===== config.mk =====
export PLATFORM = sky130hd
export DESIGN_NAME = rr_grant_encoder
export DESIGN_NICKNAME = d
export VERILOG_FILES = /design/src/rtl/rr_grant_encoder.sv
export SDC_FILE = /design/constraint.sdc
export NUM_CORES = 1
export LEC_CHECK = 0
export ABC_CLOCK_PERIOD_IN_PS = 3300
export CAP_MARGIN = 5
export CORE_AREA = 2 2 39 41
export DETAILED_ROUTE_END_ITERATION = 10
export DIE_AREA = 0 0 41 43
export SLEW_MARGIN = 10
export SYNTH_ARGS = -nofsm -noshare
export SYNTH_HDL_FRONTEND = slang
export SYNTH_SLANG_ARGS = --single-unit

===== constraint.sdc =====
create_clock -name clk -period 3.3 [get_ports clk]
set_input_delay 0.99 -clock clk [delete_from_list [all_inputs] [get_ports clk]]
set_output_delay 0.99 -clock clk [all_outputs]
set_load 0.1 [all_outputs]

===== src/rtl/rr_grant_encoder.sv =====
// Registered round-robin encoder: collapses an N-bit request vector into one fair binary grant index.
// Latency 1 cycle: req/enabler sampled at a load edge appear on out_idx/out_valid after that edge.
// Backpressure: while out_valid && !out_ready the grant is held stable and req/enabler are ignored.
//
// Ports:
//   clk        rising-edge clock
//   reset_n    asynchronous active-low reset (clears grant, index and pointer)
//   req[N]     request vector, bit i = requester i wants a grant
//   enabler    permits new grants; a held grant is not affected
//   out_valid  out_idx holds an unconsumed grant
//   out_ready  downstream consumes the grant this cycle
//   out_idx[W] binary index of the granted requester, W = $clog2(N)
//   lock       (only with RR_ENCODER_LOCK_EN) keep the pointer on the accepted index
//
// Optional feature macro: RR_ENCODER_LOCK_EN adds the lock port.
module rr_grant_encoder #(
  parameter int N = 4,
  localparam int W = $clog2(N)
) (
  input  logic         clk,
  input  logic         reset_n,
  input  logic [N-1:0] req,
  input  logic         enabler,
`ifdef RR_ENCODER_LOCK_EN
  input  logic         lock,
`endif
  input  logic         out_ready,
  output logic         out_valid,
  output logic [W-1:0] out_idx
);

  typedef enum logic {EMPTY = 1'b0, FULL = 1'b1} state_t;

  state_t       state, state_nxt;
  logic [W-1:0] ptr, ptr_nxt;
  logic [W-1:0] idx_nxt;
  logic [W-1:0] pick_idx;
  logic         pick_any;
  logic         accept;
  logic         load;
  logic         hold_ptr;

`ifdef RR_ENCODER_LOCK_EN
  assign hold_ptr = lock;
`else
  assign hold_ptr = 1'b0;
`endif

  assign out_valid = (state == FULL);
  assign accept    = out_valid && out_ready;
  assign load      = !out_valid || accept;

  // Pointer after this cycle. Wrap uses an explicit compare so non power-of-two
  // N never produces an out-of-range index.
  always_comb begin
    ptr_nxt = ptr;
    if (accept) begin
      if (hold_ptr)
        ptr_nxt = out_idx;
      else if (out_idx == W'(N-1))
        ptr_nxt = '0;
      else
        ptr_nxt = out_idx + W'(1);
    end
  end

  // Circular priority search. The search starts from the pointer value this
  // cycle's accept produces, so a grant consumed in the same cycle as a reload
  // is already excluded from top priority and back-to-back grants rotate.
  always_comb begin
    int           j;
    logic [W-1:0] jw;
    pick_idx = '0;
    pick_any = 1'b0;
    j        = 0;
    jw       = '0;
    for (int i = 0; i < N; i++) begin
      j = int'(ptr_nxt) + i;
      if (j >= N)
        j = j - N;
      jw = W'(j);
      if (!pick_any && req[jw]) begin
        pick_any = 1'b1;
        pick_idx = jw;
      end
    end
  end

  // Next state / next index. Stalled cycles fall through with everything held.
  always_comb begin
    state_nxt = state;
    idx_nxt   = out_idx;
    if (load) begin
      if (enabler && pick_any) begin
        state_nxt = FULL;
        idx_nxt   = pick_idx;
      end else begin
        state_nxt = EMPTY;
      end
    end
  end

  always_ff @(posedge clk or negedge reset_n) begin
    if (!reset_n) begin
      state   <= EMPTY;
      out_idx <= '0;
      ptr     <= '0;
    end else begin
      state   <= state_nxt;
      out_idx <= idx_nxt;
      ptr     <= ptr_nxt;
    end
  end

endmodule


==> results.yml <==
outcome:
  status: "finished clean"
timing:
  period_share_pct: 71.92
  fin_crit_ns: 2.373
  finClkSkew_ns: 0.001694
  tightest_slew_ns: 0.2767
  setup_viol: 0
  finalHoldViolations: 0
  finalWorstSetupSlack_ns: 0.9267
  slew_headroom_pct: 81.56
  setup_tns_ns: 0
  slew_violations: 0
  rsz0062_at_grt: "no"
  max_freq_mhz: 421.4
cts:
  clk_pin_slew_ns: 0.04
  htree_levels: 1
  cts_hold_buffers: 0
  clockRootBuffer: "clkbuf_4"
  clockBufferDepth: 2
  cts_tree: "built"
  post-cts-setup-buffers: 0
  cts_buffers: 3
  clk_latency_ns: 0.24
  clock_sinks: 5
  cts_resized: 0
finish:
  layout.cells.most_common: "clkdlybuf4s50_1"
  multi_input_area_um2: 187.7
  drive_above_1_share_pct: 28.26
  nets: 56
  synthToLayoutAreaGrowth_pct: 42.86
  diodes: 0
  seq_area_um2: 125.1
  final_cell_mix: "clkdlybuf4s50_1 (7), dfrtp_1 (5), a21bo_2 (3), clkbuf_4 (3), buf_4 (3)"
  num-fill-cells: 148
worst_setup_path:
  critPathLaunchType: "input pin"
  reg2reg_depth: 5
  cp.arrival_ns: 2.50
  r2r_setup_slack_ns: 1.55
  critPathRequiredTime_ns: 3.43
  crit_fanout: 5
  reg2reg_to: "out_idx[1]"
  reg2reg_from: "out_idx[0]"
  criticalPathCategory: "input pin to flop"
  cp-end-kind: "flop"
floorplanning:
  ios: 11
  die_w_um: 41
  initial_core_util_pct: 23.42
  num_rows: 14
  die_height_um: 43
  dieArea_um2: 1763
  core_area_um2: 1384
yosys:
  syn-cell-area_um2: 324.1
  syn_inst: 32
  synth_seq_area_share_pct: 38.61
  synth_top_area_share_pct: 38.61
  syn_avg_cell_area_um2: 10.13
  syn-num-nets: 41
  yosysUniqueCellTypes: 22
  synth-warning-count: 0
  ys_ff_latch: 5
  yosys-top-cells-area: "dfrtp_1 (39%), a21bo_2 (9.3%), ha_1 (3.9%)"
  yosysTopAreaCell: "dfrtp_1"
pwr:
  leakagePower_uw: 0.0002008
  powerDensity_nw_per_um2: 724.3
  finalPower_uw: 335.3
  vdd_drop_max_v: 0.0001934
placement:
  dp_hpwl_um: 619.6
  dp_slack_ns: 0.6846
  portBuffers: 10
  globalplace.congestion: 0.7301
drt:
  via_count: 313
  first_pass_iters: 4
  via_per_inst: 5.048
  wl_per_cell_um: 12.79
  drt_iter0_drc: 10
  wirelength_um: 793
  ant_nets: 0
  drc_errors: 0
grt:
  antenna_found_initial: 0
  grt_pass1_vias: 288
  gr-total-overflow: 0
  grt_pass1_wl_mm: 1.283
  track_usage_pct: 11.90
  grt_start_max_net_pins: 7
hold_path:
  min_delay_path_depth: 2
  min_from: "out_idx[0]"
  hold_class: "flop to flop"
  hold_path_end: "out_idx[0]"
job:
  drv_cap: 0
worst max path at each step:
| stage | start | to | cells past startpoint |
|---|---|---|---|
| 2_1_floorplan | out_idx[0] | out_idx[1] | 5 |
| 3_3_place_gp | out_ready | out_idx[1] | 5 |
| 3_5_place_dp | out_ready | out_idx[1] | 5 |
| 4_1_cts | out_ready | out_idx[1] | 5 |
| 5_1_grt | out_ready | out_idx[1] | 5 |
| 6_report | out_ready | out_idx[1] | 5 |
power breakdown:
| group | switching [uW] | leakage, uW | internal (uW) |
|---|---|---|---|
| logic | 114 | 0.000125 | 58.7 |
| registers | 12.2 | 0.0000606 | 79.8 |
| clock network | 24.6 | 0.0000150 | 45.7 |
| total | 151 | 0.000201 | 184 |
state kept, by name, indices dropped and copies added, names as in the netlist:
register / cells
out_idx: 2
ptr: 2
out_valid: 1
worst max-delay path, stage by stage:
cell,delay (ns)
clkdlybuf4s50_1,0.54
nand4bb_1,0.20
a221oi_1,0.36
o21ai_0,0.15
a32o_2,0.26
cells in the mapped netlist:
cell type / number
dfrtp_1: 5
a21bo_2: 3
a21oi_1: 2
inv_1: 2
nand2_1: 2
o21ai_0: 2
a21oi_2: 1
a221oi_1: 1
a31oi_1: 1
a32o_2: 1
and2_1: 1
and4_1: 1
clkinv_1: 1
ha_1: 1
nand2b_1: 1
nand3_1: 1
nand3_2: 1
nand4bb_1: 1
o21a_1: 1
o31ai_1: 1
o32ai_1: 1
or4_4: 1
per-stage QoR:
step           util (%)  hold WS [ns]  area [um^2]  cells
4_1_cts           33.45        0.5527        462.9     62
2_1_floorplan         -        0.6216        324.1     32
6_report          33.45        0.5521        462.9     62
5_1_grt           33.45        0.5938        462.9     62
3_3_place_gp      31.56        0.5342        436.7     58
3_5_place_dp      31.56        0.5452        436.7     58
logic make-up (layout without fill, tap and decap cells):
kind of cell	Yosys count	in the layout	share of synthesized area [%]
AO/OA/AOI/OAI	14	14	33.60
AND/OR/NAND/NOR	9	9	20.47
flip-flops	5	5	38.61
buffers and inverters	3	17	3.475
adder cells (fa/ha/maj)	1	1	3.860
layout make-up:
class	instances	share of cell area (%)
well taps	16	4.324
inverters	3	2.432
flip-flops and latches	5	27.03
clock buffers	4	5.676
repair buffers	10	20.00
multi-input cells	24	40.54
metal layers:
metal  up-vias  track usage, %  share of wire (%)
li1        154               -                  -
met1       146           13.36                 43
met2        11           15.63                 49
met3         2           7.853                6.8
met4         0           8.000               0.50
met5         -               0                  0
Note: power is estimated with default switching activity, not from simulation.
